File: src/rtl/gpio_btn_reader.sv
// gpio_btn_reader: synchronises and debounces one raw pin into a clean level, rise/fall pulses and a press counter.
// Define LONG_PRESS_EN to build the long-hold pulse; otherwise long_press is tied low.
module gpio_btn_reader #(
    parameter int DEBOUNCE_CYCLES = 1000000,
    parameter int CNT_W           = 8,
    parameter int ACTIVE_LOW      = 1,
    parameter int LONG_CYCLES     = 50000000
) (
    input  logic             CLK,
    input  logic             RST,
    input  logic             GPIO_IN,
    input  logic             clr_cnt,
    output logic             level,
    output logic             rise,
    output logic             fall,
    output logic [CNT_W-1:0] press_cnt,
    output logic             long_press
);
    localparam int   DW    = DEBOUNCE_CYCLES > 1 ? $clog2(DEBOUNCE_CYCLES) : 1;
    localparam logic INACT = (ACTIVE_LOW != 0);

    if (DEBOUNCE_CYCLES < 1 || LONG_CYCLES < 2) begin : g_bad_param
        $error("gpio_btn_reader: DEBOUNCE_CYCLES must be >= 1 and LONG_CYCLES >= 2");
    end

    typedef enum logic [1:0] {IDLE_LO, WAIT_HI, IDLE_HI, WAIT_LO} state_t;

    state_t          state, nxt;
    logic            ff1, ff2, s, done, acc_hi, acc_lo;
    logic [DW-1:0]   dcnt, dcnt_nxt;

    assign s    = ff2 ^ INACT;
    assign done = dcnt == DW'(DEBOUNCE_CYCLES - 1);

    // sync FFs reset to the inactive pin value so no edge is seen right after reset
    always_ff @(posedge CLK) begin
        if (RST) begin
            ff1   <= INACT;
            ff2   <= INACT;
            state <= IDLE_LO;
            dcnt  <= '0;
        end else begin
            ff1   <= GPIO_IN;
            ff2   <= ff1;
            state <= nxt;
            dcnt  <= dcnt_nxt;
        end
    end

    always_comb begin
        nxt      = state;
        dcnt_nxt = dcnt;
        case (state)
            IDLE_LO: if (s) begin
                nxt      = WAIT_HI;
                dcnt_nxt = '0;
            end
            WAIT_HI: if (!s) nxt = IDLE_LO;
                     else if (done) nxt = IDLE_HI;
                     else dcnt_nxt = dcnt + 1'b1;
            IDLE_HI: if (!s) begin
                nxt      = WAIT_LO;
                dcnt_nxt = '0;
            end
            WAIT_LO: if (s) nxt = IDLE_HI;
                     else if (done) nxt = IDLE_LO;
                     else dcnt_nxt = dcnt + 1'b1;
            default: nxt = IDLE_LO;
        endcase
    end

    always_comb begin
        acc_hi = state == WAIT_HI && s && done;
        acc_lo = state == WAIT_LO && !s && done;
        level  = state == IDLE_HI || state == WAIT_LO;
    end

    always_ff @(posedge CLK) begin
        if (RST) begin
            rise      <= 1'b0;
            fall      <= 1'b0;
            press_cnt <= '0;
        end else begin
            rise      <= acc_hi;
            fall      <= acc_lo;
            press_cnt <= clr_cnt ? '0 : acc_hi ? press_cnt + 1'b1 : press_cnt;
        end
    end

`ifdef LONG_PRESS_EN
    localparam int HW = $clog2(LONG_CYCLES);

    logic [HW-1:0] hcnt;

    // saturating at LONG_CYCLES-1 makes the pulse one-shot until the next accepted rise
    always_ff @(posedge CLK) begin
        if (RST) begin
            hcnt       <= '0;
            long_press <= 1'b0;
        end else begin
            long_press <= state == IDLE_HI && hcnt == HW'(LONG_CYCLES - 2);
            if (acc_hi) hcnt <= '0;
            else if (state == IDLE_HI && hcnt != HW'(LONG_CYCLES - 1)) hcnt <= hcnt + 1'b1;
        end
    end
`else
    assign long_press = 1'b0;
`endif
endmodule

File: config.mk
export PLATFORM = sky130hd
export DESIGN_NAME = gpio_btn_reader
export DESIGN_NICKNAME = d
export VERILOG_FILES = /design/src/rtl/gpio_btn_reader.sv
export SDC_FILE = /design/constraint.sdc
export NUM_CORES = 1
export LEC_CHECK = 0
export CAP_MARGIN = 30
export CORE_ASPECT_RATIO = 1.75
export CORE_MARGIN = 2
export CORE_UTILIZATION = 35
export CTS_BUF_LIST = sky130_fd_sc_hd__clkbuf_8 sky130_fd_sc_hd__clkbuf_16
export CTS_CLUSTER_SIZE = 10
export DETAILED_ROUTE_END_ITERATION = 8
export GPL_TIMING_DRIVEN = 1
export PLACE_DENSITY = 0.62
export SLEW_MARGIN = 20
export SYNTH_ARGS = -nofsm -noshare
export SYNTH_HDL_FRONTEND = slang
export SYNTH_SLANG_ARGS = --single-unit
File: constraint.sdc
create_clock -name CLK -period 2.5 [get_ports CLK]
set_clock_uncertainty 0.1 [all_clocks]
set_input_delay 0.625 -clock CLK [delete_from_list [all_inputs] [get_ports CLK]]
set_output_delay 0.625 -clock CLK [all_outputs]
set_load 0.03 [all_outputs]
==> impl_metrics.env <==
export IMPL_port_buffers=14
export IMPL_drc=0
export IMPL_post_cts_buffers=0
export IMPL_netlist_instances=189
export IMPL_vdd_drop_max_mv=0.435
export IMPL_status="finished, final reports clean"
export IMPL_first_pass_iters=4
export IMPL_n_antenna_cell=0
export IMPL_crit_chain="clkdlybuf4s50_1"
export IMPL_postRouteAntennaNets=0
export IMPL_synth_area_per_cell_um2=8.54
export IMPL_placementRows=32
export IMPL_ys_seq_elements=34
export IMPL_r2r_cells=5
export IMPL_synthArstFlopShare_pct=0
export IMPL_track_usage_pct=16.5
export IMPL_ios=16
export IMPL_grt_pass1_wl_mm=6.76
export IMPL_setup_violations_final=0
export IMPL_die_x_um=55.3
export IMPL_path_buf_inv=1
export IMPL_synth_edf_count=0
export IMPL_hold_worst_slack_ns=0.310
export IMPL_synth_warnings=0
export IMPL_drt_initial_drc_count=41
export IMPL_hold_class="flip-flop to flip-flop"
export IMPL_synth_flop_cell="dfxtp_1"
export IMPL_vias_per_cell=5.48
export IMPL_antenna_found_initial=0
export IMPL_cts_resized_gates=0
export IMPL_area_growth_pct=20.5
export IMPL_endpoint_kind="output port"
export IMPL_holdBufCountCts=0
export IMPL_die_area_um2=5190
export IMPL_critPathLaunchType="flip-flop"
export IMPL_cts_sinks=34
export IMPL_fin_crit_ns=2.22
export IMPL_hold_path_startpoint="ff1$_SDFF_PP1_"
export IMPL_core_area_um2=4400
export IMPL_gr_total_overflow=0
export IMPL_h_tree_depth=2
export IMPL_grt_max_degree=13
export IMPL_clk_latency_ns=0.28
export IMPL_finalHoldViolations=0
export IMPL_avgRoutedWirePerCell_um=14.4
export IMPL_power_density_nw_per_um2=510
export IMPL_num_vias=1437
export IMPL_clk_path_buf_depth=2
export IMPL_crit_required_ns=1.77
export IMPL_cp_top_family="buffers and inverters"
export IMPL_max_freq_mhz=450
export IMPL_synth_top_area_share_pct=42.2
export IMPL_synth_seq_area_share_pct=42.2
export IMPL_cts_root_buf="clkbuf_8"
export IMPL_cts_reportedPaths_clkPinSlew_ns=0.07
export IMPL_hold_end="ff2$_SDFF_PP1_"
export IMPL_period_share_pct=89.0
export IMPL_path_max_fanout=7
export IMPL_hold_depth=1
export IMPL_routed_wl_mm=3.78
export IMPL_worst_pin_slew_ns=0.527
export IMPL_cap_violations=0
export IMPL_crit_path_max_incr_delay_ns=0.73
export IMPL_cpMaxStageDelayCell="clkdlybuf4s50_1"
export IMPL_yosysTopAreaCell="dfxtp_1"
export IMPL_p_leak_nw=0.681
export IMPL_dp_hpwl_mm=2.90
export IMPL_cts_buffers=5
export IMPL_slew_viol_final=0
export IMPL_syn_area_um2=1610
export IMPL_cp_arrival_ns=1.50
export IMPL_synthTopCellsByArea="dfxtp_1 42%, xnor2_1 6.0%, nor2_1 4.7%"
export IMPL_syn_nets=195
export IMPL_r2r_slack_ns=0.35
export IMPL_rr_startpoint="dcnt[4]$_SDFFE_PP0P_"
export IMPL_ys_types=38
export IMPL_place_congestion=0.928
export IMPL_rsz0062_at_grt="false"
export IMPL_design_power_total_mw=0.992
export IMPL_die_h_um=93.8
export IMPL_slew_headroom_pct=64.6
export IMPL_fin_setup_tns_ns=0
export IMPL_grt_pass1_vias=1510
export IMPL_drive_above_1_share_pct=11.8
export IMPL_final_fill_count=448
export IMPL_crit_reg2reg_capture="dcnt[13]$_SDFFE_PP0P_"
export IMPL_path_depth=1
export IMPL_cts_tree="done"
export IMPL_path_class="flip-flop to output port"
export IMPL_final_nets=216
export IMPL_start_util_pct=36.6
-- sequential cells by signal, indices dropped and copies added, names as in the netlist, named ones only --
| name | cells |
|---|---|
| dcnt | 20 |
| fall | 1 |
| ff1 | 1 |
| ff2 | 1 |
| press_cnt | 8 |
| rise | 1 |
| state | 1 |
-- worst max path at each step --
stage                              start                        end
finish                         flip-flop                      level
CTS                            flip-flop      dcnt[14]$_SDFFE_PP0P_
global placement               flip-flop      dcnt[18]$_SDFFE_PP0P_
detailed placement             flip-flop      dcnt[14]$_SDFFE_PP0P_
global route                   flip-flop                      level
floorplan           dcnt[8]$_SDFFE_PP0P_  press_cnt[7]$_SDFFE_PP0P_
-- cells in the mapped netlist, drive strengths merged, types with 3 or more instances --
cell type / number
nand4: 9
or2: 4
or3: 5
nand3: 8
o21ai: 5
nor4: 5
nand2b: 4
clkbuf: 5
nor3: 9
and3: 4
dfxtp: 34
mux2i: 3
nand2: 17
nor2: 20
a21oi: 14
xor2: 4
a211oi: 3
xnor2: 11
or4: 4
-- placed cells by master (no fill, tap or decap), drive strengths merged, types with 2 or more instances in the layout --
| cell type | instances |
|---|---|
| dfxtp | 34 |
| nor2 | 20 |
| nand2 | 17 |
| a21oi | 14 |
| clkdlybuf4s50 | 14 |
| xnor2 | 11 |
| nor3 | 9 |
| nand4 | 9 |
| nand3 | 8 |
| buf | 7 |
| clkbuf | 6 |
| o21ai | 5 |
| or3 | 5 |
| nor4 | 5 |
| xor2 | 4 |
| or2 | 4 |
| and3 | 4 |
| nand2b | 4 |
| or4 | 4 |
| inv | 3 |
| mux2i | 3 |
| a211oi | 3 |
| nand4b | 2 |
| and2 | 2 |
| a31oi | 2 |
| a41o | 2 |
| ha | 2 |
-- routing by layer --
layer | routed length (um) | GRT usage [%] | vias to the layer above
met4 | 166 | 11.4 | 0
met1 | 1480 | 15.7 | 675
met3 | 92 | 3.44 | 14
met5 | 0 | 0 | -
li1 | - | - | 718
met2 | 2040 | 30.8 | 30
-- final cells by class --
| class | count | area, um2 | share of cell area, % |
|---|---|---|---|
| Tap cell | 51 | 63.8 | 3.28 |
| Timing Repair Buffer | 21 | 193 | 9.90 |
| Sequential cell | 34 | 681 | 35.0 |
| Multi-Input combinational cell | 146 | 910 | 46.8 |
| Clock buffer | 6 | 82.6 | 4.24 |
| Clock inverter | 2 | 8.76 | 0.450 |
| Inverter | 2 | 7.51 | 0.386 |
-- per-stage QoR --
step	area, um2	setup WS, ns	utilization (%)	instances
final	1950	0.276	44.2	262
after global routing	1950	0.222	44.2	262
after CTS	1940	0.278	44.0	262
after detailed placement	1850	0.306	41.9	254
after global placement	1850	0.342	41.9	254
after floorplan	1610	0.400	-	189
-- cell families (layout without fill, tap and decap cells) --
| logic type | after synthesis | count (layout) | share of synthesized area, % |
|---|---|---|---|
| buffers and inverters | 9 | 31 | 2.33 |
| other | 1 | 1 | 0.232 |
| DFF | 34 | 34 | 42.2 |
| muxes | 3 | 3 | 1.86 |
| and+or+nand+nor | 95 | 95 | 32.2 |
| xor gates and xnor gates | 15 | 15 | 8.14 |
| AOI/OAI and AO/OA | 30 | 30 | 11.6 |
| adders and majority gates | 2 | 2 | 1.55 |
-- where the power goes --
part / leakage [nW] / internal, mW / switching [mW]
logic: 0.354 / 0.0133 / 0.0224
registers: 0.274 / 0.543 / 0.00187
clock network: 0.0524 / 0.218 / 0.193
total: 0.681 / 0.775 / 0.217
Note: power is estimated with default switching activity, not from simulation.
